## src/rtl/hex_ascii_streamer_if.sv

```systemverilog
// Valid/ready bundle for the hex ASCII streamer.
// Carries the load side (word in) and the character side (byte out).
interface hex_ascii_streamer_if #(
  parameter int W = 8
);
  logic [W-1:0] data_in;
  logic         load_valid;
  logic         load_ready;
  logic [7:0]   char_out;
  logic         char_valid;
  logic         char_ready;
  logic         busy;

  modport master (
    output data_in, load_valid, char_ready,
    input  load_ready, char_out, char_valid, busy
  );

  modport slave (
    input  data_in, load_valid, char_ready,
    output load_ready, char_out, char_valid, busy
  );
endinterface

```

## src/rtl/hex_ascii_streamer.sv

```systemverilog
// Streams a binary word as uppercase ASCII hex digits, MSB nibble first,
// optionally followed by CR/LF.
module hex_ascii_streamer #(
  parameter int NIBBLES     = 2,
  parameter bit APPEND_CRLF = 1'b1
) (
  input logic                 clk,
  input logic                 reset,
  hex_ascii_streamer_if.slave bus
);
  localparam int W  = 4 * NIBBLES;
  localparam int CW = (NIBBLES > 1) ? $clog2(NIBBLES) : 1;

  typedef enum logic [1:0] {
    S_IDLE,
    S_DIGIT,
    S_CR,
    S_LF
  } state_t;

  state_t         r_state;
  state_t         w_state_nx;
  logic [W-1:0]   r_shift;
  logic [W-1:0]   w_shift_nx;
  logic [W-1:0]   w_shifted;
  logic [CW-1:0]  r_cnt;
  logic [CW-1:0]  w_cnt_nx;
  logic [7:0]     r_char;
  logic [7:0]     w_char_nx;
  logic           r_valid;
  logic           w_valid_nx;
  logic           w_load_hs;
  logic           w_char_hs;

  function automatic logic [7:0] f_hex(input logic [3:0] n);
    if (n < 4'd10) return 8'h30 + {4'h0, n};
    return 8'h37 + {4'h0, n};
  endfunction

  assign w_load_hs = bus.load_valid & (r_state == S_IDLE);
  assign w_char_hs = r_valid & bus.char_ready;
  assign w_shifted = r_shift << 4;

  always_comb begin
    w_state_nx = r_state;
    w_shift_nx = r_shift;
    w_cnt_nx   = r_cnt;
    w_char_nx  = r_char;
    w_valid_nx = r_valid;
    unique case (r_state)
      S_IDLE: begin
        if (w_load_hs) begin
          w_state_nx = S_DIGIT;
          w_shift_nx = bus.data_in;
          w_cnt_nx   = CW'(NIBBLES - 1);
          w_char_nx  = f_hex(bus.data_in[W-1 -: 4]);
          w_valid_nx = 1'b1;
        end
      end
      S_DIGIT: begin
        if (w_char_hs) begin
          if (r_cnt != '0) begin
            w_shift_nx = w_shifted;
            w_cnt_nx   = r_cnt - CW'(1);
            w_char_nx  = f_hex(w_shifted[W-1 -: 4]);
          end else if (APPEND_CRLF) begin
            w_state_nx = S_CR;
            w_char_nx  = 8'h0D;
          end else begin
            w_state_nx = S_IDLE;
            w_char_nx  = 8'h00;
            w_valid_nx = 1'b0;
          end
        end
      end
      S_CR: begin
        if (w_char_hs) begin
          w_state_nx = S_LF;
          w_char_nx  = 8'h0A;
        end
      end
      S_LF: begin
        if (w_char_hs) begin
          w_state_nx = S_IDLE;
          w_char_nx  = 8'h00;
          w_valid_nx = 1'b0;
        end
      end
      default: begin
        w_state_nx = S_IDLE;
        w_char_nx  = 8'h00;
        w_valid_nx = 1'b0;
      end
    endcase
  end

  always_ff @(posedge clk or posedge reset) begin
    if (reset) begin
      r_state <= S_IDLE;
      r_shift <= '0;
      r_cnt   <= '0;
      r_char  <= 8'h00;
      r_valid <= 1'b0;
    end else begin
      r_state <= w_state_nx;
      r_shift <= w_shift_nx;
      r_cnt   <= w_cnt_nx;
      r_char  <= w_char_nx;
      r_valid <= w_valid_nx;
    end
  end

  // Handshake flags come from registered state only.
  assign bus.load_ready = (r_state == S_IDLE);
  assign bus.busy       = (r_state != S_IDLE);
  assign bus.char_out   = r_char;
  assign bus.char_valid = r_valid;
endmodule
```

## src/flat_wrapper.sv

```systemverilog
// flat-port wrapper written by rule: the top's interface ports become plain ports
module hex_ascii_streamer_flat 
#(
  parameter int NIBBLES     = 2,
  parameter bit APPEND_CRLF = 1'b1
)
  (clk, reset, bus_data_in, bus_load_valid, bus_char_ready, bus_load_ready, bus_char_out, bus_char_valid, bus_busy);
  hex_ascii_streamer_if bus_i ();
  input logic clk;
  input logic reset;
  input wire logic [$bits(bus_i.data_in)-1:0] bus_data_in;
  input wire logic [$bits(bus_i.load_valid)-1:0] bus_load_valid;
  input wire logic [$bits(bus_i.char_ready)-1:0] bus_char_ready;
  output wire logic [$bits(bus_i.load_ready)-1:0] bus_load_ready;
  output wire logic [$bits(bus_i.char_out)-1:0] bus_char_out;
  output wire logic [$bits(bus_i.char_valid)-1:0] bus_char_valid;
  output wire logic [$bits(bus_i.busy)-1:0] bus_busy;
  assign bus_i.data_in = bus_data_in;
  assign bus_i.load_valid = bus_load_valid;
  assign bus_i.char_ready = bus_char_ready;
  assign bus_load_ready = bus_i.load_ready;
  assign bus_char_out = bus_i.char_out;
  assign bus_char_valid = bus_i.char_valid;
  assign bus_busy = bus_i.busy;
  hex_ascii_streamer #(.NIBBLES(NIBBLES), .APPEND_CRLF(APPEND_CRLF)) u_core (.clk(clk), .reset(reset), .bus(bus_i));
endmodule
```

## config.mk

```make
export PLATFORM = sky130hd
export DESIGN_NAME = hex_ascii_streamer_flat
export DESIGN_NICKNAME = d
export VERILOG_FILES = /design/src/rtl/hex_ascii_streamer_if.sv /design/src/rtl/hex_ascii_streamer.sv /design/src/flat_wrapper.sv
export SDC_FILE = /design/constraint.sdc
export NUM_CORES = 1
export LEC_CHECK = 0
export CAP_MARGIN = 20
export CORE_MARGIN = 2
export CORE_UTILIZATION = 49
export DETAILED_ROUTE_END_ITERATION = 8
export PLACE_DENSITY = 0.78
export SYNTH_ARGS = -nofsm -noshare
export SYNTH_HDL_FRONTEND = slang
export SYNTH_SLANG_ARGS = --single-unit
```

## constraint.sdc

```tcl
create_clock -name clk -period 2.1 [get_ports clk]
set_clock_uncertainty 0.05 [all_clocks]
set_input_delay 0.42 -clock clk [delete_from_list [all_inputs] [get_ports clk]]
set_output_delay 0.42 -clock clk [all_outputs]
set_load 0.02 [all_outputs]
```

**Word-level counts from Yosys, hierarchy flattened**

Index checks and enable logic that the tools add are counted.

- Bits in registers: 16
- Output and inout port bits: 11
- Word-level logic and storage cells: 65
- Bits of input ports: 12

- Mux-type cells: 33
- Bitwise logic cells: 2
- Add/sub/neg operators: 5
- Eq/ne operators: 9
- Reductions and logical operators: 9
- $lt $le $gt $ge: 2

Operator list:

| operator | count |
|---|---|
| 2-to-1 mux 8 bit | 9 |
| case mux 8 bit (4 select lines) | 1 |
| adder 6 x 4 -> 7 bit, first input constant | 4 |
| 2-to-1 mux 4 bit | 3 |
| 2-to-1 mux 1 bit | 11 |
| 2-to-1 mux 2 bit | 5 |
| inequality test 2 x 1 -> 1 bit, second input constant | 5 |
| less-than comparator 4 bit, second input constant | 2 |
| case mux 2 bit (4 select lines) | 1 |
| case mux 4 bit (2 select lines) | 1 |
| AND reduction 4 bit | 2 |
| AND reduction 3 bit | 2 |
| nonzero test 2 bit | 3 |
| AND reduction 5 bit | 1 |
| == test 2 bit, second input constant | 2 |
| case mux 1 bit (2 select lines) | 2 |
| AND 1 bit | 2 |
| == test 2 x 1 -> 1 bit, second input constant | 1 |
| zero test 2 bit | 1 |
| inequality test 2 bit, second input constant | 1 |
| subtractor 1 bit, second input constant | 1 |

**Depth between registers and ports, before layout**

Gate-level depths: netlist of run 1.

- Word-level depth: 9
- Gate-level depth with buffers: 7
- Gate-level depth less buffers: 6

**Least setup slack after synthesis of run 1**

OpenSTA, ideal clock, no wires.

- Kind: register to register
- Start point: reg u_core.r_state[0]
- End point: reg u_core.r_char[1], in the netlist u_core.bus.char_out[1]
- Cell stages (with the launch flop): 6
- Setup time: 0.125 ns
- Arrival: 1.591 ns
- Setup slack: 0.335 ns
- Required time: 1.925 ns
- Period minus slack after synthesis: 1.765 ns
- Buffers on the path: 0
- Path through: dfrtp_1 > inv_1 > ha_1 > clkinv_1 > a2bb2oi_1 > mux2_2

- Cells in the longest elaborated chain, start to end: 4
- Elaborated cells on any way between the ends: 11
- Classes of those cells: 7 x eq/ne; 1 x mux; 1 x bitwise; 2 x reduce/logical

RTL lines:

| item | line | RTL |
|---|---|---|
| from (decl) | hex_ascii_streamer.sv:21 | `state_t r_state;` |
| from (signal assigned) | hex_ascii_streamer.sv:105 | `r_state <= w_state_nx;` |
| zero test 2 bit * | n/a |  |
| named net bus_load_ready | flat_wrapper.sv:14 | `output wire logic [$bits(bus_i.load_ready)-1:0] bus_load_ready;` |
| AND 1 bit | hex_ascii_streamer.sv:40 | `assign w_load_hs = bus.load_valid & (r_state == S_IDLE);` |
| inequality test 2 x 1 -> 1 bit (no line) | n/a |  |
| AND reduction 4 bit (no line) | n/a |  |
| to (signal assigned) | hex_ascii_streamer.sv:108 | `r_char <= w_char_nx;` |
| to (decl) | hex_ascii_streamer.sv:28 | `logic [7:0] r_char;` |

The timed path passes the listed nets; every way through them passes the cells marked *.
A chain may end at the register's enable or synchronous reset.

**Worst setup path in the final report of run 1**

- Start point: reg u_core.r_state[0]
- End point: out bus_busy

- Cells in the longest elaborated chain, start to end: 1

RTL lines:

| item | line | RTL |
|---|---|---|
| nonzero test 2 bit | hex_ascii_streamer.sv:115 | `assign bus.busy = (r_state != S_IDLE);` |
| to (decl) | flat_wrapper.sv:17 | `output wire logic [$bits(bus_i.busy)-1:0] bus_busy;` |

No other way between the ends.

==> results of run 1 <==
Yosys cell counts (2+ instances only):
cell type / count
inv_1: 8
buf_2: 2
nor2_1: 8
a21oi_1: 8
xnor2_1: 2
nand3_1: 4
nor2b_1: 3
a22oi_1: 3
mux2_2: 2
nand2_1: 8
a22o_1: 4
o21ai_0: 10
dfrtp_1: 15
a211o_1: 2
mux2i_1: 2
ha_1: 6
a2bb2oi_1: 2
metrics by stage:
step / hold slack, ns / instances
floorplan: 0.2715 / 108
global placement: 0.4490 / 158
detailed placement: 0.4500 / 158
CTS: 0.4387 / 162
global route: 0.4751 / 162
finish: 0.4202 / 162
how the worst max path moves through the flow:
stage / start / endpoint / depth (start not counted)
floorplan: u_core.r_state[0]$_DFFE_PP0P_ / u_core.bus.char_out[1]$_DFFE_PP0P_ / 5
global placement: bus_char_ready / u_core.bus.char_out[0]$_DFFE_PP0P_ / 6
detailed placement: bus_char_ready / u_core.bus.char_out[0]$_DFFE_PP0P_ / 6
CTS: u_core.r_state[0]$_DFFE_PP0P_ / bus_busy / 4
global route: u_core.r_state[0]$_DFFE_PP0P_ / bus_busy / 4
finish: u_core.r_state[0]$_DFFE_PP0P_ / bus_busy / 4
area by class of cell:
| cell class | count | area share (%) |
|---|---|---|
| clock inverters | 1 | 0.3906 |
| inverters | 9 | 2.637 |
| repair buffers | 27 | 19.73 |
| multi-input cells | 80 | 43.55 |
| well taps | 27 | 2.637 |
| clock buffers | 3 | 1.758 |
| flip-flops and latches | 15 | 29.30 |
power groups by stage:
stage	Combinational, mW	Clock [mW]	Sequential (mW)
6_report	0.0752	0.174	0.296
5_1_grt	0.0824	0.187	0.298
4_1_cts	0.0757	0.176	0.297
3_5_place_dp	0.0754	0	0.302
3_3_place_gp	0.0738	0	0.302
2_1_floorplan	0.0258	0	0.309
what timing repair did:
item / 4_1_cts / 5_1_grt
setup endpoints to repair: 2 / 0
hold buffers: 0 / 0
buffers inserted: 0 / 0
resized for setup: 3 / 0
registers in the layout, indices dropped and copies added, names as in the netlist:
register               flops
u_core.r_state             2
u_core.r_cnt               1
u_core.bus.char_out        7
u_core.r_shift             4
u_core.bus.char_valid      1
worst max-delay path: cells and delay by family, from the launching register on:
family | cells | cell delay, ns
buffers and inverters | 3 | 0.55
DFF | 1 | 0.41
adders and majority gates | 1 | 0.27
per-layer routing:
metal,up-vias,GRT usage [%]
li1,445,-
met1,425,25.69
met2,15,34.70
met3,5,3.374
met4,0,9.524
met5,-,0
logic make-up after synthesis:
group | Yosys count | synth area share (%)
AO/OA/AOI/OAI | 37 | 26.83
XOR/XNOR | 2 | 1.764
adder cells (fa/ha/maj) | 6 | 7.556
buffers and inverters | 13 | 6.297
flip-flops | 15 | 37.78
multiplexers | 4 | 4.282
other | 1 | 0.3775
AND/OR/NAND/NOR | 30 | 15.11
cell usage in the layout, fill, tap and decap left out, types with 2 or more instances in the layout:
master	synthesis	layout
dfrtp_1	15	15
buf_4	1	6
clkbuf_4	0	3
inv_1	8	8
nand2_1	8	8
a211o_1	2	2
clkdlybuf4s50_1	0	19
a22o_1	4	4
dlygate4sd2_1	0	2
mux2_2	2	2
a2bb2oi_1	2	2
o21ai_0	10	10
ha_1	6	5
nor2_1	8	8
nor2b_1	3	3
a21oi_1	8	8
nand3_1	4	4
mux2i_1	2	2
a22oi_1	3	3
xnor2_1	2	2
==> results.md, run 1 <==
* Most area-consuming cells after synthesis: dfrtp_1 38%, ha_1 7.6%, o21ai_0 5.0%
* Fmax at 497.2 MHz
* First-pass GRT wire length at 3.822 mm
* Relative slew slack at 59.93%
* Die area at 2403 µm²
* Hold violation count in the final report at 0
* Post-layout min period at a little over 2 ns
* H-tree lvl count at 1
* Multi-input logic area at 558.0 µm²
* Syn-to-layout area delta at 28.97%
* Max incr delay on CP at 0.41 ns
* #FFs+latches synth at 15
* Crit path kind: reg -> out
* CTS Buffer Depth at 2
* DRT iter0 DRCs at 23
* Final instance area at 1281 µm²
* Detailed Routing Iterations Pass 1 at 4
* CP Cell Sequence: inv_1, ha_2, clkinv_1, dlygate4sd2_1
* Max layer used: met4
* Final setup fails at 0
* WL/cell at 13.04 µm
* DP HPWL at 1.653 mm
* TritonCTS Buffers at 3
* Number of flops mapped to enable cells by yosys at 0
* Largest net degree at the start of global routing at 16
* Area leader, netlist: dfrtp_1
* Clock-pin slew on the worst setup and hold paths at around 0.1 ns
* Final WS setup at 0.08883 ns
* I/O pin count at 23
* Sequential share of the synthesized area at 37.78%
* Switching share of power at about a quarter
* CP Max Fanout at 7
* Row count at 16
* Wire length on met1 at just under 1 mm
* Number of diodes at 0
* Metal3 WL at 63 µm
* FF-to-FF path depth at 7
* Port Buf Inserts at 21
* Peak VDD IR at 0.2560 mV
* Slew @ Worst Pin at 0.6004 ns
* Clock sink count at 15
* Placeable Area at 1942 µm²
* Power Density at 425.9 nW/µm²
* Met2 wire length at 1.022 mm
* Fin util at 65.98%
* Ys flop type: dfrtp_1
* Yosys warns at 0
* Internal power at approximately 0.41 mW
* Vias in the first global route at approximately 900
* Mapped Avg Cell Area at 9.199 µm²
* Antenna violations before repair at 0
* Total wire length at roughly 2.1 mm
* GPL Wtd Cong at between 0.7 and 0.8
* Switch Pwr at between 0.1 and 0.15 mW
* Overall power at 0.5457 mW
* RSZ-0062 raised after global routing: no
* Cell area after synthesis at 993.5 µm²
* Worst R2R Start: u_core.r_state[0]$_DFFE_PP0P_
* Crit. End Element: output pin
* Slew Limit Fails at 0
* # fillers at 172
* CTS tree: built
* Post-synth cell types at 36
* Total track usage at 20.58%
* Placed instance area at 1254 µm²
* Final #Nets at 154
* Vias at 890
* Status: finished, final reports clean
* Chip height at a little under 50 µm
* Share of the synthesized area in the top cell type at between 30 and 40%
* Final ANT Viol Nets at 0
* Slowest-stage cell, CP: dfrtp_1
* Total gr overflow at 0
* R2r setup slk at 0.21 ns
* Worst endpoint required time at 1.63 ns
* Syn Nets at around 130
* Leakage Power at 0.5422 nW
* Root Driver: clkbuf_4
* Layout cells sized above 1 at between 10% and 20%
* Combinational Power Share at between 10 and 15%
* Async set or reset register ratio after synthesis at 100.0%
* Clock share of power at 31.9%
* Drt drc at 0
* Dpl ws at 0.03422 ns
* Cells after synthesis at 108
* Vias per cell at 5.494
* Maxcap violations at 0
* Starting density of the core at between 50% and 60%
* Die W at about 49 µm
* Setup_tns at 0 ns
* CP arrival at 1.54 ns
* HP Class: in -> async
* Crit start category: register
* Clk Latency, worst-skew pair at about 0.30 ns
* Reg2reg end: u_core.bus.char_out[0]$_DFFE_PP0P_
* Reg power frac at 54.3%
* Reg area at 375.4 µm²
* Share of the clock period used by the worst path after layout at 95.77%
(Power assumes the default switching activity.)
==> run 2, diff against run 1 <==
--- a/config.mk
+++ b/config.mk
@@ -5,7 +5,6 @@
 export SDC_FILE = /design/constraint.sdc
 export NUM_CORES = 1
 export LEC_CHECK = 0
-export CAP_MARGIN = 20
 export CORE_MARGIN = 2
 export CORE_UTILIZATION = 49
 export DETAILED_ROUTE_END_ITERATION = 8
==> results of run 2 <==
The final DEF is identical to that of run 1; final timing and power are the same.
